--- src/rtl/uart_tx_fifo.sv ---
// rtl/uart_tx_fifo.sv - byte FIFO between the UART TX data register and the uart_tx serialiser
module uart_tx_fifo #(
    parameter int DEPTH  = 16,
    parameter int DATA_W = 8
) (
    input  logic                     clk,
    input  logic                     rst_n,
    input  logic                     wr_en,
    input  logic [DATA_W-1:0]        wr_data,
    input  logic                     flush,
    input  logic                     clr_overflow,
    input  logic                     tx_busy,
    output logic                     tx_start,
    output logic [DATA_W-1:0]        tx_data,
    output logic                     full,
    output logic                     empty,
    output logic [$clog2(DEPTH):0]   count,
    output logic                     overflow
);

    localparam int AW = $clog2(DEPTH);
    localparam int CW = AW + 1;

    localparam logic [1:0] S_IDLE  = 2'd0;
    localparam logic [1:0] S_SEND  = 2'd1;
    localparam logic [1:0] S_ARM   = 2'd2;
    localparam logic [1:0] S_DRAIN = 2'd3;

    logic [DATA_W-1:0] mem_q [DEPTH];
    logic [AW-1:0]     wr_ptr_q, wr_ptr_d;
    logic [AW-1:0]     rd_ptr_q, rd_ptr_d;
    logic [CW-1:0]     count_q, count_d;
    logic              overflow_q, overflow_d;
    logic [1:0]        state_q, state_d;
    logic              arm_cnt_q, arm_cnt_d;
    logic              tx_start_q, tx_start_d;
    logic [DATA_W-1:0] tx_data_q, tx_data_d;

    logic full_w;
    logic empty_w;
    logic pop;
    logic push;
    logic drop;

    assign full_w  = (count_q == CW'(DEPTH));
    assign empty_w = (count_q == '0);

    // A byte leaves the FIFO only when the FSM launches it; flush blocks the launch.
    assign pop  = (state_q == S_IDLE) && !empty_w && !tx_busy && !flush;
    // When full, a write is still accepted if a pop frees the slot on the same edge.
    assign push = wr_en && (!full_w || pop) && !flush;
    assign drop = wr_en && full_w && !pop;

    // Pointer, occupancy and sticky-overflow next state; flush overrides push and pop.
    always_comb begin
        wr_ptr_d   = wr_ptr_q;
        rd_ptr_d   = rd_ptr_q;
        count_d    = count_q;
        if (flush) begin
            wr_ptr_d = '0;
            rd_ptr_d = '0;
            count_d  = '0;
        end else begin
            if (push) wr_ptr_d = wr_ptr_q + AW'(1);
            if (pop)  rd_ptr_d = rd_ptr_q + AW'(1);
            if (push && !pop)      count_d = count_q + CW'(1);
            else if (pop && !push) count_d = count_q - CW'(1);
        end
        if (drop)              overflow_d = 1'b1;
        else if (clr_overflow) overflow_d = 1'b0;
        else                   overflow_d = overflow_q;
    end

    // Launch FSM: IDLE pops, SEND pulses start, ARM waits up to two cycles for busy, DRAIN waits for the frame.
    always_comb begin
        state_d   = state_q;
        arm_cnt_d = arm_cnt_q;
        tx_data_d = tx_data_q;
        case (state_q)
            S_IDLE: begin
                if (pop) begin
                    state_d   = S_SEND;
                    tx_data_d = mem_q[rd_ptr_q];
                end
            end
            S_SEND: begin
                state_d   = S_ARM;
                arm_cnt_d = 1'b0;
            end
            S_ARM: begin
                if (tx_busy)        state_d = S_DRAIN;
                else if (arm_cnt_q) state_d = S_IDLE;
                else                arm_cnt_d = 1'b1;
            end
            S_DRAIN: begin
                if (!tx_busy) state_d = S_IDLE;
            end
            default: state_d = S_IDLE;
        endcase
        tx_start_d = (state_d == S_SEND);
    end

    // Storage array has no reset; only occupied entries are ever read.
    always_ff @(posedge clk) begin
        if (push) mem_q[wr_ptr_q] <= wr_data;
    end

    // Control and output registers.
    always_ff @(posedge clk or negedge rst_n) begin
        if (!rst_n) begin
            wr_ptr_q   <= '0;
            rd_ptr_q   <= '0;
            count_q    <= '0;
            overflow_q <= 1'b0;
            state_q    <= S_IDLE;
            arm_cnt_q  <= 1'b0;
            tx_start_q <= 1'b0;
            tx_data_q  <= '0;
        end else begin
            wr_ptr_q   <= wr_ptr_d;
            rd_ptr_q   <= rd_ptr_d;
            count_q    <= count_d;
            overflow_q <= overflow_d;
            state_q    <= state_d;
            arm_cnt_q  <= arm_cnt_d;
            tx_start_q <= tx_start_d;
            tx_data_q  <= tx_data_d;
        end
    end

    assign tx_start = tx_start_q;
    assign tx_data  = tx_data_q;
    assign full     = full_w;
    assign empty    = empty_w;
    assign count    = count_q;
    assign overflow = overflow_q;

endmodule

--- config.mk ---
export PLATFORM = sky130hd
export DESIGN_NAME = uart_tx_fifo
export DESIGN_NICKNAME = d
export VERILOG_FILES = /design/src/rtl/uart_tx_fifo.sv
export SDC_FILE = /design/constraint.sdc
export NUM_CORES = 1
export LEC_CHECK = 0
export BUFFER_PORTS_ARGS = -buffer_cell sky130_fd_sc_hd__buf_2
export CAP_MARGIN = 20
export CORE_MARGIN = 3
export CORE_UTILIZATION = 55
export DETAILED_ROUTE_END_ITERATION = 16
export HOLD_SLACK_MARGIN = 0.02
export MAX_ROUTING_LAYER = met4
export PLACE_DENSITY_LB_ADDON = 0.25
export SKIP_CTS_REPAIR_TIMING = 1
export SLEW_MARGIN = 5
export SYNTH_ARGS = -nofsm -noshare
export SYNTH_HDL_FRONTEND = slang
export SYNTH_SLANG_ARGS = --single-unit
--- constraint.sdc ---
create_clock -name clk -period 4 [get_ports clk]
set_input_delay 0.8 -clock clk [delete_from_list [all_inputs] [get_ports clk]]
set_output_delay 0.8 -clock clk [all_outputs]
set_load 0.02 [all_outputs]
**Yosys cells after proc, flatten, opt, wreduce, memory -nomap -nowiden**

Memories as Yosys holds them, arrays and structs flattened. A register that Yosys moved wholly into a read port is not among the register bits.
Cells that the tools add are included.
W data, S select, Z words.

- Output and inout port bits: 17
- Bits of input ports: 14
- Flip-flop bits (word level): 18
- Logic and storage cells: 62
- ROM bits: 0
- Latch bits: 0
- Memory bits (writable): 128
- Memories: 1

- Add/sub/neg operators: 4
- Reduce and logical (&&, ||, !) cells: 26
- Equal/unequal tests: 6
- Divide/modulo/power cells: 0
- Multiply operators: 0
- Bitwise gates (word level): 0
- Magnitude comparators: 0
- Shift operators: 0
- Muxes and demuxes: 18

Memories:

| memory | words | width | rd ports | clocked after memory_dff | wr ports | line | RTL |
|---|---|---|---|---|---|---|---|
| mem_q | 16 | 8 | 1 | 1 | 1 | 29 | `logic [DATA_W-1:0] mem_q [DEPTH];` |

Operators with widths:

| operator | number |
|---|---|
| $mux W4 | 4 |
| $mux W5 | 3 |
| $logic_and A1 B1 Y1 | 9 |
| $add A4 B1 Y4 const B | 2 |
| $mux W2 | 4 |
| $pmux W2 S4 | 1 |
| $reduce_bool A2 Y1 | 4 |
| $logic_not A1 Y1 | 7 |
| $add A5 B1 Y5 const B | 1 |
| $eq A5 B5 Y1 const B | 1 |
| $logic_not A5 Y1 | 1 |
| $mux W1 | 5 |
| $sub A5 B1 Y5 const B | 1 |
| $eq A2 B1 Y1 const B | 2 |
| $eq A2 B2 Y1 const B | 2 |
| $reduce_and A2 Y1 | 2 |
| $reduce_bool A3 Y1 | 1 |
| $logic_not A2 Y1 | 1 |
| $ne A2 B2 Y1 const B | 1 |
| $pmux W1 S2 | 1 |
| $logic_or A1 B1 Y1 | 1 |

**Logic depth before layout (Yosys ltp)**

- Depth after elaboration: 13
- Depth in mapped cells: 9
- Gate-level depth less buffers: 9

**Worst setup path before layout**

OpenSTA, ideal clock, no wires.

- Kind: input-to-reg
- Start point: input wr_en
- End point: register count_q[4], in the netlist count[4]
- Slack: 1.092 ns
- Stages on the path: 8
- Required time: 3.918 ns
- Arrival time: 2.826 ns
- Library setup time: 0.082 ns
- Path buffers: 1
- Path through: clkbuf_1 inv_1 or4_1 ha_1 nand3_1 and2_1 a211o_1 a31oi_1

- Longest elaborated chain between the ends: 5
- Elaborated cells between the ends (all ways): 8
- Classes of those cells: mux: 2; reduce/logical: 6

Ends and longest elaborated chain:

| item | line | RTL |
|---|---|---|
| start: declaration | 8 | `input logic wr_en,` |
| $logic_and A1 B1 Y1 * (2 in series) | 51 | `assign push = wr_en && (!full_w \|\| pop) && !flush;` |
| $logic_and A1 B1 Y1 / $logic_not A1 Y1 (equally long branches) | 66, 67 |  |
| $mux W5 / $logic_and A1 B1 Y1 (equally long branches) | 66, 67 |  |
| $mux W5 / $reduce_bool A3 Y1 (equally long branches) | -- |  |
| end signal: assignment | 122 | `count_q <= count_d;` |
| end: declaration | 32 | `logic [CW-1:0] count_q, count_d;` |

Every way passes the cells marked *; elsewhere a longest branch is shown, timed or not.
A chain may end at the register's enable or synchronous reset.

**Worst setup path after layout**

- Start point: register count_q[0], in the netlist count[0]
- End point: register count_q[4], in the netlist count[4]

- Longest elaborated chain between the ends: 11
- Elaborated cells between the ends (all ways): 20
- Classes of those cells: add/sub: 2; eq/ne: 1; mux: 3; reduce/logical: 14

Ends and longest elaborated chain:

| item | line | RTL |
|---|---|---|
| $logic_not A5 Y1 | 46 | `assign empty_w = (count_q == '0);` |
| $logic_not A1 Y1 | 49 | `assign pop = (state_q == S_IDLE) && !empty_w && !tx_busy && !flush;` |
| $logic_and A1 B1 Y1 (3 in series) | 49 |  |
| $logic_or A1 B1 Y1 | 51 |  |
| $logic_and A1 B1 Y1 (2 in series) | 51 |  |
| $logic_and A1 B1 Y1 / $logic_not A1 Y1 (equally long branches) | 66, 67 |  |
| $mux W5 / $logic_and A1 B1 Y1 (equally long branches) | 66, 67 |  |
| $mux W5 / $reduce_bool A3 Y1 (equally long branches) | -- |  |

Parallel ways exist; a longest one is shown, timed or not. The select of a mux whose other input is x is not followed.

==> flow_metrics.env <==
export IMPL_dp_hpwl_um=7650
export IMPL_synth_ff_latch_count=154
export IMPL_r2r_start="count[0]"
export IMPL_place_ws_ns=1.04
export IMPL_setup_tns_ns=0
export IMPL_worstSetupEndpointType="register"
export IMPL_io_buffers=30
export IMPL_n_fill_cell=757
export IMPL_crit_top_cell="a21oi_1"
export IMPL_cts_tree="done"
export IMPL_maxSlewViolCount=0
export IMPL_route_detailed_wl_per_inst_um=22.2
export IMPL_power_per_cell_area_nw_per_um2=584
export IMPL_synth_avg_cell_area_um2=18.2
export IMPL_overflow=0
export IMPL_worst_setup_path_type="reg2reg"
export IMPL_die_area_um2=13000
export IMPL_gp_congestion=0.810
export IMPL_synth_distinct_cells=45
export IMPL_regArea_um2=4500
export IMPL_yosysWarningCount=0
export IMPL_detail_route_vias_per_cell=5.99
export IMPL_max_cap_viol_count=0
export IMPL_rows=38
export IMPL_synth_edf_count=128
export IMPL_drt_iter0_drc=264
export IMPL_track_usage_pct=21.2
export IMPL_grt_antenna_before_repair=0
export IMPL_busiest_layer="met2"
export IMPL_timing_fmax_ghz=0.352
export IMPL_cts_buffers=17
export IMPL_async_reset_ff_share_pct=16.9
export IMPL_cts_root_buf="clkbuf_16"
export IMPL_grt_pass1_wl_um=19200
export IMPL_fin_ws_ns=1.16
export IMPL_cts_sinks=154
export IMPL_drc=0
export IMPL_grt_pass1_vias=3330
export IMPL_use_met1_pct=28.4
export IMPL_syn_num_nets=375
export IMPL_run_status="completed"
export IMPL_htree_num_levels=4
export IMPL_worst_r2r_setup_slack_ns=1.16
export IMPL_relSlewSlack_pct=24.1
export IMPL_hold_class="in2async"
export IMPL_cp_slowest_cell="or4_1"
export IMPL_critPathLaunchType="register"
export IMPL_ir_drop_mv=0.533
export IMPL_rsz0062_at_grt="false"
export IMPL_multi_input_area_um2=1790
export IMPL_finalSetupViolations=0
export IMPL_syn_inst=351
export IMPL_p_leak_nw=2.44
export IMPL_critPathMaxFanout=7
export IMPL_first_pass_iters=4
export IMPL_worstMarginPinSlew_ns=1.14
export IMPL_yosys_most_used_dff="edfxtp_1"
export IMPL_grt_max_degree=36
export IMPL_min_period_ns=2.84
export IMPL_rr_worst_depth=8
export IMPL_die_width_um=114
export IMPL_min_period_over_period_pct=71.0
export IMPL_grtUsageMet2_pct=32.2
export IMPL_cp_required_ns=4.33
export IMPL_syn_area_um2=6400
export IMPL_clockBufferDepth=2
export IMPL_slowest_delay_ns=0.53
export IMPL_synth_area_top_cells="edfxtp_1 60%, mux4_2 11%, dfrtp_1 10%"
export IMPL_crit_chain="nor4_2 -> nor2_1 -> or4_1 -> ha_1 -> a21oi_1 -> a21oi_1 -> a211o_1 -> a31oi_1"
export IMPL_clk_pin_slew_ns=0.06
export IMPL_io_pins=31
export IMPL_drive_above_1_share_pct=29.5
export IMPL_diodes=0
export IMPL_clkLatencyLatePin_ns=0.42
export IMPL_hold_violations=0
export IMPL_timing_rr_end="count[4]"
export IMPL_num_nets_final=415
export IMPL_area_delta_synth_final_pct=12.7
export IMPL_postRouteAntennaNets=0
export IMPL_ys_seq_area_share_pct=70.2
export IMPL_num_vias=3258
export IMPL_drt_wl_total_um=12100
export IMPL_start_util_pct=57.5
export IMPL_use_met3_pct=6.15
export IMPL_fp_coreArea_um2=11100
export IMPL_finClkSkew_ns=0.0153
export IMPL_final_common_cell="edfxtp_1"
export IMPL_yosysTopAreaCell="edfxtp_1"
export IMPL_die_h_um=114
export IMPL_yosys_area_top_type_share_pct=60.0
export IMPL_cp_arrival_ns=3.17
export IMPL_layout_common_cells="128 x edfxtp_1, 33 x nor2_1, 32 x mux4_2"
-- worst max-delay path by stage --
stage	endpoint	from	slack, ns	cells past startpoint
after CTS	count[4]	count[0]	1.15	8
after global routing	count[4]	count[0]	0.94	8
after floorplan	count[4]	wr_en	1.09	8
after global placement	count[4]	tx_busy	1.10	9
after detailed placement	count[4]	tx_busy	1.04	9
final	count[4]	count[0]	1.16	8
-- worst max-delay path, delay by kind of cell, from the launching register on --
kind	cells	cell delay, ns
AOI/OAI and AO/OA	4	0.78
adders and majority gates	1	0.37
DFF	1	0.47
and+or+nand+nor	3	1.13
-- cells in the mapped netlist (6+ instances only) --
master      n
edfxtp_1  128
nor2_1     33
mux4_2     32
dfrtp_1    26
mux2i_1    18
nand2_1    17
ha_1        9
clkbuf_1    8
o221ai_2    8
a21oi_1     7
inv_1       7
buf_2       6
-- sequential cells by signal, summed over array words and instances (netlist names) --
register / flops
wr_ptr_q: 4
arm_cnt_q: 1
tx_start: 1
state_q: 2
count: 5
tx_data: 8
rd_ptr_q: 4
mem_q: 128
overflow: 1
-- power by group --
group / internal, mW / switching [mW]
clock network: 0.792 / 0.596
logic: 0.375 / 0.447
registers: 1.84 / 0.164
-- cells by family after synthesis --
family | Yosys count | synth area share, %
AOI/OAI and AO/OA | 32 | 4.87
xor gates and xnor gates | 6 | 0.821
DFF | 154 | 70.2
and+or+nand+nor | 70 | 5.41
muxes | 54 | 14.8
adders and majority gates | 10 | 2.07
buffers and inverters | 25 | 1.86
-- metal layers --
| layer | up-vias | part of all wire [%] |
|---|---|---|
| met5 | - | 0 |
| met4 | 0 | 1.6 |
| met3 | 11 | 7.9 |
| met2 | 116 | 50 |
| met1 | 1665 | 41 |
| li1 | 1466 | - |
-- stage by stage --
stage | instances | instance area, um^2 | util (%) | hold WS (ns) | total power [mW]
final | 544 | 7220 | 64.9 | 0.430 | 4.21
after global routing | 544 | 7220 | 64.9 | 0.451 | 4.41
after CTS | 544 | 7220 | 64.9 | 0.423 | 4.26
after detailed placement | 512 | 6700 | 60.3 | 0.478 | 2.86
after global placement | 512 | 6700 | 60.3 | 0.480 | 2.84
after floorplan | 351 | 6400 | - | 0.476 | 2.63
-- area by class of cell --
type                       count  area share [%]
tap                          140            2.43
multi-input combinational    172            24.8
sequential                   154            62.3
clock buffer                  22            6.15
timing repair buffer          38            2.91
inverter                       8           0.451
clock inverter                10           0.954
Power figures use the tool's default switching activity.
